`src/rtl/rw_control_sync.sv`:
```
// Bus read/write controller: synchronises the asynchronous CS_n/RD_n/WR_n controls
// and turns bus cycles into one-cycle port strobes, control writes and a sticky error flag.
module rw_control_sync #(
  parameter int  DATA_W      = 8,
  parameter int  NUM_PORTS   = 3,
  parameter int  SYNC_STAGES = 2,
  localparam int ADDR_W      = $clog2(NUM_PORTS + 1)
) (
  input  logic                 CLK,
  input  logic                 Reset,
  input  logic                 CS_n,
  input  logic                 RD_n,
  input  logic                 WR_n,
  input  logic [ADDR_W-1:0]    A,
  input  logic [DATA_W-1:0]    D_in,
  input  logic [NUM_PORTS-1:0] port_dir,
  output logic                 data_bus_oe,
  output logic [NUM_PORTS-1:0] rd_strobe,
  output logic [NUM_PORTS-1:0] wr_strobe,
  output logic                 ctrl_wr,
  output logic [DATA_W-1:0]    wr_data,
  output logic                 access_err
);

  localparam logic [ADDR_W-1:0] CTRL_ADDR = ADDR_W'(NUM_PORTS);

  typedef enum logic [2:0] {
    IDLE,
    RD_ACTIVE,
    WR_ACTIVE,
    WR_COMMIT,
    HOLD
  } state_t;

  logic [SYNC_STAGES-1:0][2:0] sync_q, sync_d;
  // Registered decode of the synchronised {cs_n, rd_n, wr_n}; sets the SYNC_STAGES+1 latency.
  logic [2:0]                  bus_q, bus_d;
  state_t                      state_q, state_d;
  logic                        oe_q, oe_d;
  logic [NUM_PORTS-1:0]        rd_strobe_q, rd_strobe_d;
  logic [NUM_PORTS-1:0]        wr_strobe_q, wr_strobe_d;
  logic                        ctrl_wr_q, ctrl_wr_d;
  logic [DATA_W-1:0]           wr_data_q, wr_data_d;
  logic                        err_q, err_d;
  logic [ADDR_W-1:0]           addr_cap_q, addr_cap_d;
  logic [DATA_W-1:0]           data_cap_q, data_cap_d;

  logic                        cs_n_s, rd_n_s, wr_n_s;
  logic                        rd, wr, clash;
  logic                        err_set, err_clr;
  logic [NUM_PORTS-1:0]        a_hit, cap_hit;
  logic                        a_ctrl, cap_ctrl;

  assign {cs_n_s, rd_n_s, wr_n_s} = bus_q;
  assign rd    = !cs_n_s && !rd_n_s &&  wr_n_s;
  assign wr    = !cs_n_s && !wr_n_s &&  rd_n_s;
  assign clash = !cs_n_s && !rd_n_s && !wr_n_s;

  genvar gi;
  generate
    for (gi = 0; gi < NUM_PORTS; gi++) begin : g_addr_dec
      assign a_hit[gi]   = (A == ADDR_W'(gi));
      assign cap_hit[gi] = (addr_cap_q == ADDR_W'(gi));
    end
  endgenerate

  assign a_ctrl   = (A == CTRL_ADDR);
  assign cap_ctrl = (addr_cap_q == CTRL_ADDR);

  always_comb begin
    sync_d = {sync_q[SYNC_STAGES-2:0], {CS_n, RD_n, WR_n}};
    bus_d  = sync_q[SYNC_STAGES-1];
  end

  always_comb begin
    state_d     = state_q;
    oe_d        = oe_q;
    rd_strobe_d = '0;
    wr_strobe_d = '0;
    ctrl_wr_d   = 1'b0;
    wr_data_d   = wr_data_q;
    addr_cap_d  = addr_cap_q;
    data_cap_d  = data_cap_q;
    err_set     = 1'b0;
    err_clr     = 1'b0;

    if (clash) begin
      state_d = HOLD;
      oe_d    = 1'b0;
      err_set = 1'b1;
    end else begin
      case (state_q)
        IDLE: begin
          oe_d = 1'b0;
          if (rd) begin
            if ((|a_hit) || a_ctrl) begin
              state_d     = RD_ACTIVE;
              oe_d        = 1'b1;
              rd_strobe_d = a_hit;
            end else begin
              state_d = HOLD;
              err_set = 1'b1;
            end
          end else if (wr) begin
            state_d    = WR_ACTIVE;
            addr_cap_d = A;
            data_cap_d = D_in;
          end
        end
        RD_ACTIVE: begin
          if (!rd) begin
            state_d = IDLE;
            oe_d    = 1'b0;
          end
        end
        WR_ACTIVE: begin
          addr_cap_d = A;
          data_cap_d = D_in;
          if (cs_n_s) begin
            state_d = IDLE;
          end else if (wr_n_s) begin
            // Commit decision uses the address held through the last write cycle.
            state_d   = WR_COMMIT;
            wr_data_d = data_cap_q;
            if (|cap_hit) begin
              if (|(cap_hit & port_dir)) err_set = 1'b1;
              else                       wr_strobe_d = cap_hit;
            end else if (cap_ctrl) begin
              ctrl_wr_d = 1'b1;
              err_clr   = 1'b1;
            end else begin
              err_set = 1'b1;
            end
          end
        end
        WR_COMMIT: state_d = IDLE;
        HOLD: begin
          oe_d = 1'b0;
          if (rd_n_s && wr_n_s) state_d = IDLE;
        end
        default: state_d = IDLE;
      endcase
    end

    err_d = err_q;
    if (err_clr) err_d = 1'b0;
    if (err_set) err_d = 1'b1;
  end

  always_ff @(posedge CLK or negedge Reset) begin
    if (!Reset) begin
      sync_q      <= '1;
      bus_q       <= '1;
      state_q     <= IDLE;
      oe_q        <= 1'b0;
      rd_strobe_q <= '0;
      wr_strobe_q <= '0;
      ctrl_wr_q   <= 1'b0;
      wr_data_q   <= '0;
      err_q       <= 1'b0;
      addr_cap_q  <= '0;
      data_cap_q  <= '0;
    end else begin
      sync_q      <= sync_d;
      bus_q       <= bus_d;
      state_q     <= state_d;
      oe_q        <= oe_d;
      rd_strobe_q <= rd_strobe_d;
      wr_strobe_q <= wr_strobe_d;
      ctrl_wr_q   <= ctrl_wr_d;
      wr_data_q   <= wr_data_d;
      err_q       <= err_d;
      addr_cap_q  <= addr_cap_d;
      data_cap_q  <= data_cap_d;
    end
  end

  assign data_bus_oe = oe_q;
  assign rd_strobe   = rd_strobe_q;
  assign wr_strobe   = wr_strobe_q;
  assign ctrl_wr     = ctrl_wr_q;
  assign wr_data     = wr_data_q;
  assign access_err  = err_q;

endmodule

```
`config.mk`:
```
export PLATFORM = sky130hd
export DESIGN_NAME = rw_control_sync
export DESIGN_NICKNAME = d
export VERILOG_FILES = /design/src/rtl/rw_control_sync.sv
export SDC_FILE = /design/constraint.sdc
export NUM_CORES = 1
export LEC_CHECK = 0
export BUFFER_PORTS_ARGS = -buffer_cell sky130_fd_sc_hd__buf_2
export CAP_MARGIN = 0
export CORE_ASPECT_RATIO = 1.1
export CORE_MARGIN = 2
export CORE_UTILIZATION = 40
export CTS_BUF_LIST = sky130_fd_sc_hd__clkbuf_8
export CTS_CLUSTER_DIAMETER = 120
export DETAILED_ROUTE_END_ITERATION = 6
export MAX_ROUTING_LAYER = met4
export PLACE_DENSITY = 0.71
export SYNTH_ARGS = -nofsm -noshare
export SYNTH_HDL_FRONTEND = slang
export SYNTH_SLANG_ARGS = --single-unit
```
`constraint.sdc`:
```
create_clock -name CLK -period 3.5 [get_ports CLK]
set_clock_uncertainty 0.05 [all_clocks]
set_input_delay 0 -clock CLK [delete_from_list [all_inputs] [get_ports CLK]]
set_output_delay 0 -clock CLK [all_outputs]
set_load 0.01 [all_outputs]
```
Word level (Yosys, flattened, before mapping)
Index checks and enable logic that the tools add are counted.

storage, ports and cells
  flip-flop bits (word level) = 39
  input port bits = 18
  output and inout port bits = 17
  logic and storage cells = 100

cells by class
  equality and inequality tests = 15
  muxes and demuxes = 47
  bitwise gates (word level) = 3
  reductions and logical operators = 23

operators by type and width
  kind                                            count
  two-way mux 3 bit                               18
  two-way mux 1 bit                               20
  two-way mux 8 bit                               2
  one-hot mux 8 bit (2 select lines)              1
  one-hot mux 3 bit (4 select lines)              1
  AND reduction 4 bit                             3
  OR reduction 3 bit                              3
  == test 2 bit (second input constant)           4
  != test 4 bit (second input constant)           2
  logical AND 1 bit                               6
  != test 3 bit (second input constant)           2
  == test 2 x 1 -> 1 bit (second input constant)  2
  logical NOT 2 bit                               2
  two-way mux 2 bit                               2
  != test 2 bit (second input constant)           2
  one-hot mux 2 bit (2 select lines)              1
  nonzero test 2 bit                              2
  nonzero test 4 bit                              1
  bitwise AND 3 bit                               1
  == test 3 x 1 -> 1 bit (second input constant)  1
  == test 3 x 2 -> 1 bit (second input constant)  1
  == test 3 bit (second input constant)           1
  logical NOT 1 bit                               3
  logical NOT 3 bit                               1
  other kinds (5)                                 6

Logic depth before layout (Yosys ltp)
  depth in word-level cells = 10
  depth in mapped cells = 5

Worst setup path after synthesis
No wires, ideal clock.

  path type = flip-flop to flip-flop
  from = register bus_q[1]
  to = register addr_cap_q[0]
  setup time = 125 ps
  data arrival time = 1586 ps
  required time = 3325 ps
  setup slack = 1739 ps
  cell stages (with the launch flop) = 5
  clock period less this slack = 1761 ps
  cells stage by stage = dfstp_2 or3b_1 a211o_1 buf_6 mux2_4

between the ends
  cells in the longest elaborated chain, start to end = 5
  elaborated cells on any way between the ends = 9
  classes of those cells = eq/ne: 2; bitwise: 1; reduce/logical: 6

ends and longest elaborated chain
  item                                                         RTL line  RTL
  from (decl)                                                  37        logic [2:0] bus_q, bus_d;
  from (signal assigned)                                       165       bus_q <= bus_d;
  logical NOT 1 bit                                            55, 57
  logical AND 1 bit                                            55, 57
  logical AND 1 bit (on tied branches)                         55, 57
  != test 2 bit (no source line) or NOT 1 bit (tied branches)  -
  AND reduction 4 bit (no source line) (*)                     -
  to (signal assigned)                                         173       addr_cap_q <= addr_cap_d;
  to (decl)                                                    45        logic [ADDR_W-1:0] addr_cap_q, addr_cap_d;

Every way passes the cells marked *; elsewhere a longest branch is shown, timed or not.
A chain may end at the register's enable or synchronous reset.

Worst setup path in the final report
  from = register bus_q[1]
  to = register data_cap_q[0]

between the ends
  cells in the longest elaborated chain, start to end = 5
  elaborated cells on any way between the ends = 9
  classes of those cells = eq/ne: 2; bitwise: 1; reduce/logical: 6

ends and longest elaborated chain
  item                                                         RTL line  RTL
  logical NOT 1 bit                                            55, 57
  logical AND 1 bit                                            55, 57
  logical AND 1 bit (on tied branches)                         55, 57
  != test 2 bit (no source line) or NOT 1 bit (tied branches)  -
  AND reduction 4 bit (no source line) (*)                     -
  to (signal assigned)                                         174       data_cap_q <= data_cap_d;
  to (decl)                                                    46        logic [DATA_W-1:0] data_cap_q, data_cap_d;

Marked as above.

==> flow_metrics.py <==
metrics = {
    "outcome": {
        "status": "finished clean",
    },
    "floorplan": {
        "pin_count": 35,
        "die_x_microns": 62.4,
        "core_sq_um": 3630,
        "die_y_microns": 68.2,
        "rows": 23,
        "start_util_pct": 41.3,
        "die-area_sq_um": 4250,
    },
    "clock_tree": {
        "cts_root_buf": "clkbuf_8",
        "cts_tree": "done",
        "h-tree-depth": 2,
        "clkTransAtPathRegs_ns": 0.07,
        "clkSinkCount": 39,
        "cts_buffers": 5,
        "cts_resized": 0,
        "postCtsSetupRepairBufs": 0,
        "clock_latency_ns": 0.28,
        "clk_path_buf_depth": 2,
    },
    "grt": {
        "grt_pass1_vias": 952,
        "grt_max_degree": 40,
        "grt_use_total_pct": 13.7,
        "antenna_found_initial": 0,
        "grt-ovfl-total": 0,
        "grt_pass1_wl_microns": 4270,
    },
    "worst_setup_path": {
        "worst-path-buf-inv": 0,
        "worst_setup_path_start_kind": "flop",
        "reg2reg_slack_ns": 1.51,
        "crit_chain": "or3b_1, a211o_1, mux2_4",
        "worst-setup-path-type": "reg -> reg",
        "cp_max_fo": 10,
        "ff2ff_path_depth": 3,
        "required_ns": 3.62,
        "critPathArrivalTime_ns": 2.10,
        "critical_path.max_stage_delay_ns": 0.58,
        "worstSetupEndpointType": "flop",
        "worstSetupPathDepth": 3,
        "cpLargestDelayFamily": "flip-flops",
        "cp_slowest_cell": "dfstp_2",
    },
    "timing": {
        "maxSlewViolCount": 0,
        "period_share_pct": 56.8,
        "hold_slack_ns": 0.307,
        "finalWorstSetupSlack_ns": 1.51,
        "rsz0062_at_grt": "no",
        "relSlewSlack_pct": 44.6,
        "fin_setup_tns_ns": 0,
        "final-setup-viol-count": 0,
        "min_period_ns": 1.99,
        "max_freq_ghz": 0.503,
        "hold_viol_final": 0,
        "worst_slew_pin_slew_ns": 0.830,
    },
    "logic_synthesis": {
        "synth_cells": 97,
        "yosysUniqueCellTypes": 29,
        "syn_avg_cell_area_sq_um": 15.5,
        "synth_nets": 115,
        "synth_area_sq_um": 1500,
        "yosys_warnings": 0,
        "synth-seq-area-share_pct": 65.9,
        "synth-seq-cells": 39,
    },
    "final_layout": {
        "stdcell_area_sq_um": 1970,
        "synthToLayoutAreaGrowth_pct": 31.5,
        "n_fill_cell": 317,
        "diodes": 0,
        "finalNonFillerCells": 202,
        "final_nets": 169,
        "drive_gt1_share_pct": 46.7,
        "final_util_pct": 54.3,
    },
    "routing": {
        "drc": 0,
        "wirelength_microns": 2690,
        "routed_via_density": 4.76,
        "routedWlPerCell_microns": 13.3,
        "drtAntennaViolNets": 0,
        "drt_pass1_iterations": 4,
        "vias": 962,
        "drtIter0Drc": 21,
    },
    "pwr": {
        "p_per_area_nw_per_um2": 601,
        "irDropWorstVdd_mv": 0.344,
        "p_leak_nw": 0.972,
        "power_mw": 1.18,
    },
    "job": {
        "drv_cap": 0,
    },
    "placement": {
        "place_hpwl_microns": 1770,
        "place_ws_ns": 1.53,
        "place.gp.congestion": 0.705,
        "placed_cell_area_sq_um": 1700,
        "port_buffers": 34,
        "dpl.cell_count": 176,
    },
    "min_path": {
        "hold_class": "in -> async",
    },
}
==> repair_timing <==
action,4_1_cts,5_1_grt
setup endpoints to repair,0,0
endpoints found under the hold margin,49,0
hold buffers,18,0
==> synth_stat cells, drive strengths merged <==
library cell / instances / share of area, %
nor3: 2 / 0.67
nor2b: 1 / 0.42
mux2: 19 / 17
inv: 1 / 0.25
a21oi: 2 / 0.67
or3: 1 / 0.50
clkbuf: 2 / 0.58
dfstp: 9 / 16
or3b: 1 / 0.58
buf: 3 / 1.8
nand2: 3 / 0.75
o31ai: 1 / 0.50
mux2i: 2 / 1.3
o211a: 1 / 0.67
nor4b: 3 / 2.2
dfrtp: 30 / 50
a211o: 1 / 0.58
nand3: 1 / 0.33
a211oi: 1 / 0.50
nor2: 4 / 1.0
nor3b: 3 / 1.5
nor4: 2 / 0.83
o21ai: 2 / 0.67
o22ai: 1 / 0.42
and4: 1 / 0.58
==> metal layers <==
layer | GRT usage [%] | part of all wire (%) | up-vias
li1 | - | - | 450
met1 | 15.5 | 43 | 484
met2 | 23.9 | 53 | 24
met3 | 3.62 | 3.6 | 4
met4 | 5.00 | 0.97 | 0
met5 | - | 0 | -
==> where the power goes <==
group          total [mW]  internal [mW]  switching [mW]
clock network       0.304          0.158           0.145
logic               0.256          0.160          0.0963
registers           0.625          0.553          0.0714
==> logic make-up (layout without fill, tap and decap cells) <==
| kind of cell | count (synthesis) | after routing | synth area share (%) |
|---|---|---|---|
| buffers and inverters | 6 | 61 | 2.67 |
| and+or+nand+nor | 22 | 22 | 9.35 |
| muxes | 21 | 21 | 18.1 |
| AOI/OAI and AO/OA | 9 | 9 | 4.01 |
| DFF | 39 | 39 | 65.9 |
==> cells in the final DEF (no fill, tap or decap) <==
cell type / n
buf_2: 34
dfrtp_1: 30
dlygate4sd3_1: 18
mux2_4: 10
mux2_2: 9
dfstp_2: 9
clkbuf_8: 6
nor2_1: 4
nor3b_1: 3
nand2_1: 3
nor3_1: 2
nor4b_1: 2
nor4_1: 2
a21oi_1: 2
o21ai_0: 2
mux2i_1: 2
inv_1: 2
nor2b_1: 1
nand3_1: 1
nor4b_2: 1
and4_1: 1
o22ai_1: 1
a211oi_1: 1
or3_2: 1
o211a_1: 1
o31ai_1: 1
or3b_1: 1
a211o_1: 1
clkinv_4: 1
==> state kept, by name, summed over array words and instances (netlist names) <==
register,count
ctrl_wr,1
state_q,3
addr_cap_q,2
wr_data,8
rd_strobe,3
access_err,1
wr_strobe,3
data_cap_q,8
sync_d,3
data_bus_oe,1
bus_d,3
bus_q,3
==> path summary, 6_finish.rpt <==
path | start | endpoint
setup / recovery | bus_q[1] | data_cap_q[0]
hold / removal | Reset | wr_data[7]
setup reg to reg | bus_q[1] | data_cap_q[0]
hold reg to reg | bus_d[1] | bus_q[1]
max in group asynchronous | Reset | access_err
min in group CLK | bus_d[1] | bus_q[1]
==> area by class of cell <==
class,instances,area [sq um],share of cell area [%]
inverter,1,3.75,0.190
tap,50,62.6,3.17
clock buffer,6,82.6,4.19
multi-input combinational,52,472,23.9
sequential,39,987,50.1
timing repair buffer,52,350,17.8
clock inverter,2,12.5,0.635
==> worst register-to-register path, cell delays in order (launching register included) <==
cell and delay (ns):
dfstp_2 0.58, or3b_1 0.35, a211o_1 0.50, mux2_4 0.39
No activity file was read; power rests on OpenSTA's default activity.
